<file path="config.mk">
export PLATFORM = sky130hd
export DESIGN_NAME = bit_serializer
export DESIGN_NICKNAME = d
export VERILOG_FILES = /design/src/rtl/bit_serializer.sv
export SDC_FILE = /design/constraint.sdc
export NUM_CORES = 1
export LEC_CHECK = 0
export BUFFER_PORTS_ARGS = -buffer_cell sky130_fd_sc_hd__buf_2
export CAP_MARGIN = 15
export CELL_PAD_IN_SITES_DETAIL_PLACEMENT = 2
export CELL_PAD_IN_SITES_GLOBAL_PLACEMENT = 2
export CORE_MARGIN = 1
export CORE_UTILIZATION = 30
export CTS_BUF_LIST = sky130_fd_sc_hd__clkbuf_8
export DETAILED_ROUTE_END_ITERATION = 10
export HOLD_SLACK_MARGIN = 0.12
export PLACE_DENSITY_LB_ADDON = 0.1
export SETUP_SLACK_MARGIN = 0.2
export SLEW_MARGIN = 5
export SYNTH_ARGS = -nofsm -noshare
export SYNTH_HDL_FRONTEND = slang
export SYNTH_SLANG_ARGS = --single-unit
export TNS_END_PERCENT = 10
</file>
<file path="constraint.sdc">
create_clock -name CLK -period 1.55 [get_ports CLK]
set_input_delay 0.31 -clock CLK [delete_from_list [all_inputs] [get_ports CLK]]
set_output_delay 0.31 -clock CLK [all_outputs]
set_load 0.01 [all_outputs]
</file>
<file path="src/rtl/bit_serializer.sv">
// Parallel-to-serial producer feeding a 1-bit FIFO through its enq/din/full write port.
// Optionally appends an even-parity bit; stalls bit-for-bit while the FIFO is full.
module bit_serializer #(
    parameter int unsigned DATA_WIDTH = 8,
    parameter int unsigned MSB_FIRST  = 0,
    parameter int unsigned PARITY_EN  = 0
) (
    input  logic                                CLK,
    input  logic                                RST_N,
    input  logic                                in_valid,
    input  logic [DATA_WIDTH-1:0]               in_data,
    output logic                                in_ready,
    output logic                                enq,
    output logic                                din,
    input  logic                                full,
    output logic                                busy,
    output logic [$clog2(DATA_WIDTH+1)-1:0]     bit_idx,
    output logic [15:0]                         words_sent
);

    localparam int unsigned IDX_W    = $clog2(DATA_WIDTH + 1);
    localparam int unsigned NBITS    = DATA_WIDTH + ((PARITY_EN != 0) ? 1 : 0);
    localparam int unsigned LAST_IDX = NBITS - 1;

    typedef enum logic {
        S_IDLE  = 1'b0,
        S_SHIFT = 1'b1
    } state_t;

    state_t                  state;
    logic [DATA_WIDTH-1:0]   shreg;
    logic                    parity_q;
    logic                    data_bit;
    logic                    parity_phase;
    logic                    xfer;

    // The next data bit always sits at the shift-out end of the register.
    assign data_bit     = (MSB_FIRST != 0) ? shreg[DATA_WIDTH-1] : shreg[0];
    assign parity_phase = (PARITY_EN != 0) && (bit_idx == IDX_W'(DATA_WIDTH));
    assign xfer         = (state == S_SHIFT) && !full;

    // Write strobe follows full within the same cycle so no bit slot is wasted.
    assign enq      = xfer;
    assign din      = (state == S_SHIFT) ? (parity_phase ? parity_q : data_bit) : 1'b0;
    assign in_ready = (state == S_IDLE);
    assign busy     = (state == S_SHIFT);

    always_ff @(posedge CLK or negedge RST_N) begin
        if (!RST_N) begin
            state      <= S_IDLE;
            shreg      <= '0;
            parity_q   <= 1'b0;
            bit_idx    <= '0;
            words_sent <= '0;
        end else begin
            case (state)
                S_IDLE: begin
                    if (in_valid) begin
                        shreg    <= in_data;
                        parity_q <= ^in_data;
                        bit_idx  <= '0;
                        state    <= S_SHIFT;
                    end
                end
                S_SHIFT: begin
                    if (xfer) begin
                        if (bit_idx == IDX_W'(LAST_IDX)) begin
                            state      <= S_IDLE;
                            bit_idx    <= '0;
                            words_sent <= words_sent + 16'd1;
                        end else begin
                            bit_idx <= bit_idx + IDX_W'(1);
                            if (MSB_FIRST != 0)
                                shreg <= {shreg[DATA_WIDTH-2:0], 1'b0};
                            else
                                shreg <= {1'b0, shreg[DATA_WIDTH-1:1]};
                        end
                    end
                end
                default: state <= S_IDLE;
            endcase
        end
    end

endmodule

</file>
# == Yosys cells after proc, flatten, opt, wreduce, memory -nomap -nowiden ==
# Cells that the tools add are included.
# totals
regBits,29
in_bits,12
# op_classes
n_addsub,2
eq_ne,4
n_mux,13
bitwise,1
reduce_logical,5
# op_table
op,count
two-way mux 8 bit,3
adder 16 x 1 -> 16 bit (second input constant),1
one-hot mux 8 bit (2 select lines),1
two-way mux 4 bit,3
one-hot mux 4 bit (2 select lines),1
!= test 2 bit (second input constant),3
AND reduction 3 bit,2
adder 4 x 1 -> 4 bit (second input constant),1
== test 4 x 3 -> 1 bit (second input constant),1
two-way mux 1 bit,4
one-hot mux 1 bit (2 select lines),1
AND reduction 2 bit,1
logical AND 1 bit,1
zero test 1 bit,1
inverter 1 bit,1

# == Longest topological paths before layout ==
# Gate-level depths: netlist of the first run.
# logic_depth
ltp_word,4
mapped_depth,6

# == Worst setup path after synthesis of the first run ==
# OpenSTA, ideal clock, no wires.
# synth_timing
path_type,flip-flop to flip-flop
start,register bit_idx[0]
end,register words_sent[1]
t_arrival_ns,1.469
t_required_ns,1.423
slack_ns,-0.046
stages_incl_launch_ff,6
n_path_buf,1
path_cell_list,dfrtp_1 > ha_1 > and3b_2 > and2_1 > buf_6 > mux2_1
# synth_between
elab_chain_cells,2
# synth_lines
element,line_no,source
start: declaration,17,"output logic [$clog2(DATA_WIDTH+1)-1:0] bit_idx,"
start signal: assignment,72,bit_idx <= bit_idx + IDX_W'(1);
== test 4 x 3 -> 1 bit,67,if (bit_idx == IDX_W'(LAST_IDX)) begin
AND reduction 3 bit (no source line),-,
end signal: assignment,70,words_sent <= words_sent + 16'd1;
end: declaration,18,output logic [15:0] words_sent
# Every way passes these cells.
# A chain may end at the register's enable or synchronous reset.

# == Final worst setup path of the first run ==
# layout_timing
start,"register state, in the netlist busy"
end,output enq
# layout_between
elab_chain_cells,1
# layout_lines
element,line_no,source
start: declaration,30,state_t state;
start signal: assignment,50,state <= S_IDLE;
start signal: assignment,62,state <= S_SHIFT;
start signal: assignment,68,state <= S_IDLE;
logical AND 1 bit,40,assign xfer = (state == S_SHIFT) && !full;
end: declaration,13,"output logic enq,"
# Every way passes these cells.

==> results by group, run 1 <==
Yosys
  – Post-synthesis sequential element count: 29
  – Post-synthesis area per instance: 10.69 µm²
  – Unique cell type count in the Yosys netlist: 29
  – Part of the Yosys area used for sequential elements: 52.21%
  – Number of synthesis warnings: 0
  – Net count after synthesis: 144
  – Netlist area before placement: between 0.001 and 0.0015 mm²
  – Post-Syn Instances: 130

Place
  – Post-placement setup slack: 0.04678 ns
  – Final weighted congestion of routability-driven global placement: 0.7180
  – Number of cells after detailed placement: 220
  – DP HPWL: 2.566 mm
  – IO buf count: 35

Status
  – Run status: complete, no violations

STA
  – Final critical delay including setup and external delays: 1.484 ns
  – Final Slew Violations: 0
  – Number of endpoints failing setup at the final stage: 0
  – Transition time at the pin with the least slew margin: 0.3741 ns
  – Setup TNS: 0 ns
  – Endpoints failing hold: 0
  – Setup repair after global routing missed its margin: true
  – Final critical-path setup slack: ~0.066 ns
  – Fmax: 673.8 MHz
  – Worst slew slack as a fraction of its limit: about three quarters
  – Final worst clock skew: 0.006878 ns
  – Final worst path period share: between 90 and 100%

Cells and area
  – Utilization of the core after routing: ~44%
  – Number of antenna repair diodes: 0
  – Final instance count without filler cells: approximately 240
  – Layout cells sized above 1: 38.59%
  – Area added between synthesis and finish: 40.41%
  – Post-layout nets: slightly below 200
  – Commonest non-fill, non-tap cell in the layout: buf_2
  – Filler Cells Inserted: 487
  – Most used cells in the layout excluding fill and tap cells: buf_2, dfrtp_1, nand2_1

Die
  – Die H: 70.07 µm
  – Die extent in x: 70.07 µm
  – Io pins: 36
  – Number of cell rows: 24
  – Die Area: 0.004910 mm²
  – Core region area: 0.004414 mm²
  – Initial Util: around a third

Clock network
  – Clock Sink Count: 29
  – Clock network latency to the later pin of the worst-skew pair: 0.29 ns
  – CTS tree: yes
  – Level count of the clock H-tree: 2
  – Clock-pin slew on the worst setup and hold paths: 0.07 ns
  – Clock buffer count from CTS: 5
  – Clock tree root buffer cell: clkbuf_8
  – Deepest clock path buffer count: 2

Routing
  – Final routed wirelength across all metal layers: 3.847 mm
  – Average detailed-routed wire length per instance: between 15 and 20 µm
  – DRC violation count after routing: 0
  – First-iteration detailed-routing DRC count: 38
  – First drt pass iteration count: 4
  – Vias: about 1,200
  – Post-detailed-route via-to-cell ratio: 4.945
  – Final ANT Viol Nets: 0

Global routing
  – Met3 layer usage reported by global route: 3.463%
  – Number of antenna violations at the first check in global routing: 0
  – Pin count of the biggest net entering global routing: 17
  – First-pass GRT wire length: 6.292 mm
  – Global-route track usage on met2: between 20% and 30%
  – Leftover overflow at the end of global routing: 0
  – Gr usage total: 16.79%
  – Via count of the first global-routing pass: ~1,200
  – Met1 usage in global routing: 21.51%
  – Busiest layer in global routing: met2

Min path
  – Path category of the worst min-delay check: in2reg

Critical path
  – Worst Path Class, Setup: reg2out
  – Sort of element at the end of the critical path: output port
  – Crit-path max FO: 7
  – Worst path arrival time: 1.17 ns
  – Data required time of the worst path: ~1.2 ns
  – Type of origin of the critical path: flip-flop

Power
  – Max IR drop VDD: 0.0008848 V
  – Cell area power density: 1608 mW/mm²
  – Leakage power figure: 1.029 nW

Flow run
  – MaxCap Viol Count: 0
-- layer usage --
layer	vias up	share of wire (%)
met5	-	0
met4	0	1.8
met3	7	3.6
met2	29	50
met1	588	44
li1	543	-
-- worst paths after layout --
path                                 start              to  slack, ns  cells past startpoint
worst max-delay path                  busy             enq       0.07                      3
worst min-delay path            in_data[7]        shreg[7]       0.28                      3
worst max register to register  bit_idx[1]      bit_idx[3]       0.08                      6
worst min register to register    shreg[7]        shreg[7]       0.48                      2
max in group asynchronous            RST_N  words_sent[14]       0.66                      3
min in group asynchronous            RST_N        shreg[5]       0.47                      2
-- critical path, cell delays in order, from the launching register on --
cell and delay [ns]:
dfrtp_1 0.41, buf_12 0.14, and2b_2 0.21, buf_6 0.12
-- cell usage after synthesis --
| master | instances | share of area [%] |
|---|---|---|
| buf_6 | 1 | 0.81 |
| or3_1 | 1 | 0.45 |
| ha_1 | 2 | 1.8 |
| nor2_1 | 6 | 1.6 |
| and4_1 | 1 | 0.63 |
| nand3_1 | 9 | 3.2 |
| nand2_1 | 19 | 5.1 |
| inv_1 | 3 | 0.81 |
| o22a_1 | 1 | 0.63 |
| dfrtp_1 | 29 | 52 |
| xor2_1 | 6 | 3.8 |
| and3b_2 | 1 | 0.72 |
| a21oi_2 | 1 | 0.63 |
| nor3_2 | 3 | 2.2 |
| nand4_1 | 2 | 0.90 |
| or2_1 | 1 | 0.45 |
| a21oi_1 | 1 | 0.36 |
| and3_1 | 4 | 1.8 |
| mux2_1 | 1 | 0.81 |
| and2b_1 | 2 | 1.1 |
| mux2i_1 | 8 | 5.8 |
| o21ai_1 | 1 | 0.36 |
| buf_2 | 3 | 1.1 |
| xnor2_1 | 9 | 5.7 |
| o21ai_0 | 9 | 3.2 |
| nor2b_1 | 1 | 0.45 |
| and2_1 | 3 | 1.4 |
| nand4_4 | 1 | 1.5 |
| nand3b_1 | 1 | 0.54 |
-- final cells by class --
| cell class | count | area [µm²] | share of cell area, % |
|---|---|---|---|
| Sequential cell | 29 | 725.7 | 37.18 |
| Multi-Input combinational cell | 94 | 660.6 | 33.85 |
| Timing Repair Buffer | 50 | 355.3 | 18.21 |
| Clock buffer | 5 | 68.82 | 3.526 |
| Clock inverter | 3 | 65.06 | 3.333 |
| Tap cell | 52 | 65.06 | 3.333 |
| Inverter | 3 | 11.26 | 0.5769 |
-- flip-flops by register name, summed over array words and instances (netlist names) --
name / flops
words_sent: 16
shreg: 8
bit_idx: 4
busy: 1
-- power breakdown --
part / leakage (nW) / switching (mW) / internal [mW]
logic: 0.575 / 0.556 / 0.571
registers: 0.386 / 0.128 / 0.933
clock network: 0.0681 / 0.312 / 0.638
-- per-stage QoR --
stage / hold WS [ns] / area (µm²) / total power, mW
floorplan: 0.01441 / 1399 / 1.584
global route: 0.2844 / 1952 / 3.331
finish: 0.2790 / 1952 / 3.138
global placement: 0.2379 / 1703 / 1.967
detailed placement: 0.2484 / 1703 / 2.026
CTS: 0.2713 / 1894 / 3.054
-- logic make-up (layout without fill, tap and decap cells) --
group           count (synthesis)  after routing  share of synthesized area [%]
buf+inv                         7             61                          2.700
compound gates                 13             13                          5.220
flops                          29             29                          52.21
xor+xnor                       15             15                          9.451
mux                             9              9                          6.571
fa+ha+maj                       2              2                          1.800
simple gates                   55             55                          22.05
-- repair_timing --
action / in CTS / in global routing
hold endpoints to repair: 13 / 0
pin swaps: 5 / 2
hold buffers: 1 / 0
gates resized for setup: 4 / 7
setup endpoints to repair: 24 / 28
cloned: 0 / 1
buffers inserted: 5 / 1
Note: power is estimated with default switching activity, not from simulation.
==> run 2, diff against run 1 <==
- CORE_UTILIZATION: 30 -> 34
- CTS_BUF_LIST: sky130_fd_sc_hd__clkbuf_8 -> sky130_fd_sc_hd__clkbuf_2 sky130_fd_sc_hd__clkbuf_4 sky130_fd_sc_hd__clkbuf_8
- clock period: 1.55 -> 1.4 ns (I/O delays scaled with it)
==> results by group, run 2 (synthesis gave the netlist of run 1 again) <==
Place
  – Final weighted congestion of routability-driven global placement: 0.7466
  – DP HPWL: about 3.0 mm
  – Post-placement setup slack: -0.1999 ns
  – Placed cell area: 0.001730 mm²
  – IO buf count: 35

Power
  – Final Total Pwr: 3.160 mW
  – Cell area power density: ~1600 mW/mm²
  – Max IR drop VDD: 0.0007476 V
  – Leakage power figure: ~1.1 nW

Cells and area
  – Most used cells in the layout excluding fill and tap cells: dfrtp_1, buf_2, nand2_1
  – Number of antenna repair diodes: 0
  – Top register by number of flip-flops: words_sent
  – Utilization of the core after routing: 51.84%
  – Layout cells sized above 1: between 40 and 50%
  – Largest registers: words_sent (16), shreg (8), bit_idx (4)
  – Post-layout instance area: 0.001969 mm²
  – Post-layout nets: 201
  – Area added between synthesis and finish: 41.67%
  – Area of combinational cells with multiple inputs: around 660 µm²
  – Sequential Area: just over 700 µm²
  – Filler Cells Inserted: 403
  – Max reg flops: 16

Min path
  – Instance count along the most critical hold path: 3
  – Hold-critical path endpoint: shreg[7]
  – Path category of the worst min-delay check: in2reg
  – Worst hold path startpoint: in_data[7]

Critical path
  – Data required time of the worst path: 1.12 ns
  – Worst Path Class, Setup: reg2out
  – Setup slack, reg-to-reg: -0.12 ns
  – Worst reg2reg path startpoint: bit_idx[0]
  – Sort of element at the end of the critical path: output port
  – Worst path arrival time: 1.25 ns
  – Type of origin of the critical path: flip-flop
  – Crit-path max FO: 2
  – Worst reg-to-reg path cell count: 5
  – Endpoint of the worst-slack reg-to-reg timing path: words_sent[8]

Routing
  – DRC violation count after routing: 0
  – First-iteration detailed-routing DRC count: 53
  – First drt pass iteration count: 4
  – Final ANT Viol Nets: 0
  – Final routed wirelength across all metal layers: between 4 and 5 mm
  – Post-detailed-route via-to-cell ratio: approximately 5.0
  – Vias: roughly 1,200
  – Average detailed-routed wire length per instance: roughly 18 µm

Clock network
  – Clock-pin slew on the worst setup and hold paths: 0.06 ns
  – Clock tree root buffer cell: clkbuf_8
  – CTS tree: yes
  – Deepest clock path buffer count: 2
  – Level count of the clock H-tree: 2
  – Clock buffer count from CTS: 5
  – Clock network latency to the later pin of the worst-skew pair: ~0.28 ns
  – Clock Sink Count: 29

STA
  – Setup TNS: -0.9050 ns
  – Fmax: 652.0 MHz
  – Final worst path period share: 109.5%
  – Worst slew slack as a fraction of its limit: 74.52%
  – Setup repair after global routing missed its margin: true
  – Endpoints failing hold: 0
  – Transition time at the pin with the least slew margin: 0.3822 ns
  – Number of endpoints failing setup at the final stage: 17
  – Final critical-path setup slack: -0.1336 ns
  – Final worst clock skew: 0.005619 ns
  – Final critical delay including setup and external delays: 1.534 ns
  – Final Slew Violations: 0

Status
  – Violated checks: setup timing
  – Run status: complete, but fails checks

Global routing
  – Via count of the first global-routing pass: 1,343
  – Leftover overflow at the end of global routing: 0
  – Gr usage total: 22.11%
  – Pin count of the biggest net entering global routing: 17
  – First-pass GRT wire length: roughly 6.9 mm
  – Number of antenna violations at the first check in global routing: 0

Flow run
  – MaxCap Viol Count: 0

Die
  – Die extent in x: 65.94 µm
  – Number of cell rows: 22
  – Io pins: 36
  – Die H: 65.94 µm
  – Initial Util: a little over a third
  – Die Area: approximately 0.0043 mm²
  – Core region area: 0.003799 mm²
-- run 2: metrics by stage --
| stage | std cells | hold WS [ns] |
|---|---|---|
| 4_1_cts | 234 | 0.2514 |
| 2_1_floorplan | 130 | -0.01559 |
| 6_report | 235 | 0.2499 |
| 3_5_place_dp | 222 | 0.2263 |
| 3_3_place_gp | 222 | 0.2094 |
| 5_1_grt | 235 | 0.2659 |
-- run 2: timing repair --
| item | CTS | global route |
|---|---|---|
| buffers inserted | 4 | 1 |
| hold buffers | 1 | 0 |
| endpoints found under the setup margin | 38 | 38 |
| endpoints found under the hold margin | 13 | 0 |
| gates resized for setup | 24 | 6 |
| pin swaps | 4 | 3 |
-- run 2: layer usage --
| metal | wire (µm) | global-route usage [%] |
|---|---|---|
| met1 | 1773 | 25.97 |
| met4 | 99 | 10.11 |
| met5 | 0 | 0 |
| met2 | 2183 | 38.39 |
| met3 | 141 | 4.483 |
-- run 2: report_power, final --
part	internal (mW)	switching (mW)
logic	0.641	0.621
clock network	0.409	0.310
registers	1.04	0.144
-- run 2: worst max-delay path by stage --
stage,startpoint,end,slack [ns],depth (start not counted)
final,busy,enq,-0.13,4
after floorplan,bit_idx[1],words_sent[8],-0.13,6
after global placement,bit_idx[1],words_sent[8],-0.05,5
after detailed placement,bit_idx[0],words_sent[8],-0.20,5
after CTS,bit_idx[0],words_sent[8],-0.15,5
after global routing,bit_idx[0],words_sent[9],-0.19,5
-- run 2: area by class of cell --
type                       instances  area share, %
sequential                        29          36.91
clock buffer                       7          4.574
tap                               48          3.050
timing repair buffer              54          21.28
multi-input combinational         94          33.48
inverter                           3         0.6989
-- run 2: worst max-delay path, cell delays in order, from the launching register on --
cell and delay (ns):
dfrtp_1 0.41, buf_12 0.14, and2b_2 0.20, buf_6 0.12, buf_6 0.11
